## config.mk

```make
export PLATFORM = sky130hd
export DESIGN_NAME = ad9833_freq_loader
export DESIGN_NICKNAME = d
export VERILOG_FILES = /design/src/rtl/ad9833_pkg.sv /design/src/rtl/ad9833_word_build.sv /design/src/rtl/ad9833_freq_loader.sv
export SDC_FILE = /design/constraint.sdc
export NUM_CORES = 1
export LEC_CHECK = 0
export CAP_MARGIN = 20
export CORE_MARGIN = 4
export CORE_UTILIZATION = 25
export CTS_BUF_LIST = sky130_fd_sc_hd__clkbuf_2
export DETAILED_ROUTE_END_ITERATION = 16
export GPL_ROUTABILITY_DRIVEN = 0
export PLACE_DENSITY = 0.56
export SETUP_SLACK_MARGIN = 0.5
export SLEW_MARGIN = 40
export SYNTH_ARGS = -nofsm -noshare
export SYNTH_HDL_FRONTEND = slang
export SYNTH_SLANG_ARGS = --single-unit
```

## constraint.sdc

```tcl
create_clock -name clk -period 4.5 [get_ports clk]
set_clock_uncertainty 0.05 [all_clocks]
set_input_delay 0.675 -clock clk [delete_from_list [all_inputs] [get_ports clk]]
set_output_delay 0.675 -clock clk [all_outputs]
set_load 0.01 [all_outputs]
```

## src/rtl/ad9833_pkg.sv

```systemverilog
// Shared types and constants for the AD9833 frequency loader: FSM states,
// waveform codes, FREQ register address prefixes and control-word bit positions.
package ad9833_pkg;

  typedef enum logic [2:0] {
    ST_IDLE,
    ST_ISSUE,
    ST_WAIT_DONE,
    ST_FINISH,
    ST_ERR
  } state_e;

  typedef enum logic [1:0] {
    WAVE_SINE        = 2'b00,
    WAVE_TRIANGLE    = 2'b01,
    WAVE_SQUARE      = 2'b10,
    WAVE_SQUARE_DIV2 = 2'b11
  } wave_e;

  localparam logic [1:0] ADDR_FREQ0 = 2'b01;
  localparam logic [1:0] ADDR_FREQ1 = 2'b10;

  localparam int CTRL_B28     = 13;
  localparam int CTRL_FSELECT = 11;
  localparam int CTRL_OPBITEN = 5;
  localparam int CTRL_DIV2    = 3;
  localparam int CTRL_MODE    = 1;

  typedef struct packed {
    logic [15:0] control;
    logic [15:0] adreg0;
    logic [15:0] adreg1;
  } words_t;

endpackage

```

## src/rtl/ad9833_word_build.sv

```systemverilog
// Combinational map of (freq, fsel, wave) to the control word and the two
// 14-bit halves of the tuning word, each tagged with its FREQ register prefix.
module ad9833_word_build
  import ad9833_pkg::*;
(
  input  logic [27:0] freq,
  input  logic        fsel,
  input  logic [1:0]  wave,
  output words_t      words
);

  logic [15:0] ctrl;
  logic [1:0]  prefix;

  always_comb begin
    ctrl               = '0;
    ctrl[CTRL_B28]     = 1'b1;
    ctrl[CTRL_FSELECT] = fsel;
    case (wave_e'(wave))
      WAVE_TRIANGLE:    ctrl[CTRL_MODE] = 1'b1;
      WAVE_SQUARE: begin
        ctrl[CTRL_OPBITEN] = 1'b1;
        ctrl[CTRL_DIV2]    = 1'b1;
      end
      WAVE_SQUARE_DIV2: ctrl[CTRL_OPBITEN] = 1'b1;
      default:          ;
    endcase
  end

  assign prefix        = fsel ? ADDR_FREQ1 : ADDR_FREQ0;
  assign words.control = ctrl;
  assign words.adreg0  = {prefix, freq[13:0]};
  assign words.adreg1  = {prefix, freq[27:14]};

endmodule

```

## src/rtl/ad9833_freq_loader.sv

```systemverilog
// Accepts one frequency request at a time and hands three AD9833 words to the
// serial stage via a go/good_to_reset_go handshake. Define AD9833_TIMEOUT_EN to build the watchdog.
module ad9833_freq_loader
  import ad9833_pkg::*;
#(
  parameter int unsigned TIMEOUT_CYCLES = 65535
) (
  input  logic        clk,
  input  logic        rst,
  input  logic        req_valid,
  output logic        req_ready,
  input  logic [27:0] req_freq,
  input  logic        req_fsel,
  input  logic [1:0]  req_wave,
  output logic        go,
  output logic [15:0] control,
  output logic [15:0] adreg0,
  output logic [15:0] adreg1,
  input  logic        good_to_reset_go,
  input  logic        send_complete,
  output logic        busy,
  output logic        done,
  output logic        err
);

  if (TIMEOUT_CYCLES < 1) begin : g_param_check
    $error("TIMEOUT_CYCLES must be at least 1");
  end

  state_e state_q, state_d;
  words_t words_q, words_d, built;
  logic   timeout;

  ad9833_word_build u_word_build (
    .freq  (req_freq),
    .fsel  (req_fsel),
    .wave  (req_wave),
    .words (built)
  );

`ifdef AD9833_TIMEOUT_EN
  localparam int CNT_W = $clog2(TIMEOUT_CYCLES + 1);
  logic [CNT_W-1:0] cnt_q, cnt_d;
  logic             counting;

  assign counting = (state_q == ST_ISSUE) || (state_q == ST_WAIT_DONE);
  assign timeout  = counting && (cnt_q == CNT_W'(TIMEOUT_CYCLES - 1));

  always_comb begin
    cnt_d = counting ? cnt_q + 1'b1 : '0;
  end

  always_ff @(posedge clk) begin
    if (rst) cnt_q <= '0;
    else     cnt_q <= cnt_d;
  end

  assign err = (state_q == ST_ERR);
`else
  assign timeout = 1'b0;
  assign err     = 1'b0;
`endif

  // The serial stage has no reset, so a stale good_to_reset_go blocks new work.
  assign req_ready = (state_q == ST_IDLE) && !good_to_reset_go;
  assign go        = (state_q == ST_ISSUE);
  assign busy      = (state_q != ST_IDLE);
  assign done      = (state_q == ST_FINISH);
  assign control   = words_q.control;
  assign adreg0    = words_q.adreg0;
  assign adreg1    = words_q.adreg1;

  always_comb begin
    state_d = state_q;
    words_d = words_q;
    case (state_q)
      ST_IDLE: begin
        if (req_valid && req_ready) begin
          state_d = ST_ISSUE;
          words_d = built;
        end
      end
      ST_ISSUE: begin
        if (timeout)               state_d = ST_ERR;
        else if (good_to_reset_go) state_d = send_complete ? ST_FINISH : ST_WAIT_DONE;
      end
      ST_WAIT_DONE: begin
        if (timeout)            state_d = ST_ERR;
        else if (send_complete) state_d = ST_FINISH;
      end
      ST_FINISH: state_d = ST_IDLE;
      ST_ERR:    state_d = ST_IDLE;
      default:   state_d = ST_IDLE;
    endcase
  end

  always_ff @(posedge clk) begin
    if (rst) begin
      state_q <= ST_IDLE;
      words_q <= '0;
    end else begin
      state_q <= state_d;
      words_q <= words_d;
    end
  end

endmodule

```

==> flow_metrics.env <==
export IMPL_synthTopCellsByArea="dfxtp_1 (49%), nand2_1 (16%), a21oi_1 (11%)"
export IMPL_cts_root_buffer="clkbuf_2"
export IMPL_path_max_fanout=5
export IMPL_slew_violations=0
export IMPL_drive_gt1_frac=0.0392
export IMPL_htreeDepth=2
export IMPL_syn_to_final_growth_pct=53.7
export IMPL_die_height_um=84.6
export IMPL_place_port_buffers=76
export IMPL_p_per_area_nw_per_um2=368
export IMPL_setup_viol=0
export IMPL_routedWlPerCell_um=11.6
export IMPL_crit_type="primary input to output port"
export IMPL_drtIter0Drc=44
export IMPL_overflow=0
export IMPL_rsz0062_at_grt="false"
export IMPL_timing_final_crit_share=0.560
export IMPL_hold_path_class="flop to flop"
export IMPL_path_clk_slew_ns=0.16
export IMPL_grt_pass1_wl_mm=6.13
export IMPL_fp_dieArea_sq_um=7150
export IMPL_io_pins=89
export IMPL_maxCapViolations=0
export IMPL_avgSynthCellArea_sq_um=7.97
export IMPL_vias_per_cell=4.11
export IMPL_hp_start="adreg1[11]"
export IMPL_dp_hpwl_mm=2.58
export IMPL_synth_top_area_frac=0.491
export IMPL_cp_required_ns=3.77
export IMPL_clock_latency_ns=0.36
export IMPL_drc=0
export IMPL_post_route_util=0.402
export IMPL_yosysSeqAreaShare=0.491
export IMPL_num_vias=1344
export IMPL_final_nets=294
export IMPL_die_w_um=84.6
export IMPL_grt_use_total=0.106
export IMPL_core_area_sq_um=5610
export IMPL_setup_tns_ns=0
export IMPL_worstHoldPathCells=2
export IMPL_cts_path_max_buffers=2
export IMPL_cts_tree="done"
export IMPL_cts_resized=0
export IMPL_antenna_found_initial=0
export IMPL_outcome="completed"
export IMPL_netlist_instances=184
export IMPL_min_to="adreg1[11]"
export IMPL_ys_warn_count=0
export IMPL_ir_drop_v=0.000160
export IMPL_clkSinkCount=36
export IMPL_synth_top_area_cell="dfxtp_1"
export IMPL_syn_cell_area_sq_um=1470
export IMPL_r2r_start="state_q[0]"
export IMPL_cts_setup_buffers=0
export IMPL_period_minus_slack_ns=2.52
export IMPL_r2r_cells=5
export IMPL_dr_pass1_iters=4
export IMPL_endpoint_kind="output port"
export IMPL_rows=27
export IMPL_grt_max_degree=39
export IMPL_worst_slew_pin_slew_ns=0.649
export IMPL_grt_pass1_vias=1268
export IMPL_ant_nets=0
export IMPL_r2r_slack_ns=2.71
export IMPL_ys_seq_elements=36
export IMPL_numCtsBuffers=5
export IMPL_cp_data_arrival_time_ns=1.80
export IMPL_relSlewSlack=0.567
export IMPL_hold_viol=0
export IMPL_critPathLaunchType="primary input"
export IMPL_wl_mm=3.79
export IMPL_fin_hold_ws_ns=0.413
export IMPL_synth_cell_types=18
export IMPL_timing_fmax_mhz=397
export IMPL_hold_buffers=0
export IMPL_leakagePower_uw=0.000844
export IMPL_start_util=0.261
export IMPL_r2r_end="adreg1[4]"
export IMPL_diodes=0
-- layer usage --
layer | wire length (um) | part of all wire | track usage | up-vias
met4 | 29 | 0.0076 | 0.0345 | 0
li1 | - | - | - | 699
met5 | 0 | 0 | 0 | -
met1 | 1680 | 0.44 | 0.125 | 584
met2 | 1650 | 0.44 | 0.165 | 56
met3 | 434 | 0.11 | 0.0559 | 5
-- flip-flops by register name (all words and copies together) (netlist names) --
| register | flops |
|---|---|
| state_q | 2 |
| adreg0 | 15 |
| control | 5 |
| adreg1 | 14 |
-- cells by family after synthesis --
| kind of cell | share of synthesized area |
|---|---|
| adder cells (fa/ha/maj) | 0.0341 |
| buffers and inverters | 0.121 |
| AO/OA/AOI/OAI | 0.126 |
| flip-flops | 0.491 |
| AND/OR/NAND/NOR | 0.210 |
| multiplexers | 0.0145 |
| other | 0.00256 |
-- area by class of cell --
cell class / count / area (sq um)
fillers: 612 / 3350
inverters: 5 / 18.8
flip-flops and latches: 36 / 721
clock inverters: 1 / 3.75
well taps: 72 / 90.1
clock buffers: 7 / 35.0
repair buffers: 78 / 776
multi-input cells: 128 / 609
-- how the worst max path moves through the flow --
stage,endpoint,slack [ns],depth (start not counted),start
after floorplan,state_q[0],2.86,3,good_to_reset_go
after global placement,req_ready,2.00,3,good_to_reset_go
after detailed placement,req_ready,1.98,3,good_to_reset_go
after CTS,req_ready,1.92,5,state_q[0]
after global routing,req_ready,1.82,5,state_q[0]
final,req_ready,1.98,3,good_to_reset_go
-- cells in the mapped netlist --
cell,instances
conb_1,1
nand2_1,62
inv_1,5
mux2i_1,1
a21oi_1,32
nand2b_1,3
nor3_1,1
buf_2,4
nor2_1,5
dfxtp_1,36
a211oi_1,2
buf_4,15
clkbuf_1,7
mux2_1,1
nand3b_1,3
ha_1,4
a222oi_1,1
and3b_2,1
-- per-stage QoR --
step	total power (uW)	area [sq um]	setup slack, ns	cells
after floorplan	554	1510	2.86	195
after global placement	698	2210	2.00	319
after detailed placement	701	2210	1.98	319
after CTS	851	2250	1.92	327
after global routing	897	2250	1.82	327
final	830	2250	1.98	327
-- critical path, cell delays in order --
cell and delay (ns):
clkdlybuf4s50_1 0.46, nor2_1 0.12, clkdlybuf4s50_1 0.54
-- cell usage in the layout (no fill, tap or decap) --
| cell | netlist | routed |
|---|---|---|
| conb_1 | 1 | 12 |
| nand2b_1 | 3 | 3 |
| a21oi_1 | 32 | 32 |
| nand2_1 | 62 | 62 |
| nor3_1 | 1 | 1 |
| nand3b_1 | 3 | 3 |
| nor2_1 | 5 | 5 |
| buf_4 | 15 | 2 |
| clkinv_1 | 0 | 1 |
| dfxtp_1 | 36 | 36 |
| mux2_1 | 1 | 1 |
| a222oi_1 | 1 | 1 |
| a211oi_1 | 2 | 2 |
| clkbuf_2 | 0 | 7 |
| mux2i_1 | 1 | 1 |
| inv_1 | 5 | 5 |
| and3b_2 | 1 | 1 |
| ha_1 | 4 | 4 |
| clkdlybuf4s50_1 | 0 | 76 |
-- where the power goes --
group / leakage [uW] / switching (uW) / internal (uW)
Combinational: 0.000520 / 146 / 160
Clock: 0.0000306 / 99.5 / 41.8
Sequential: 0.000294 / 23.6 / 360
(Power assumes the default switching activity.)
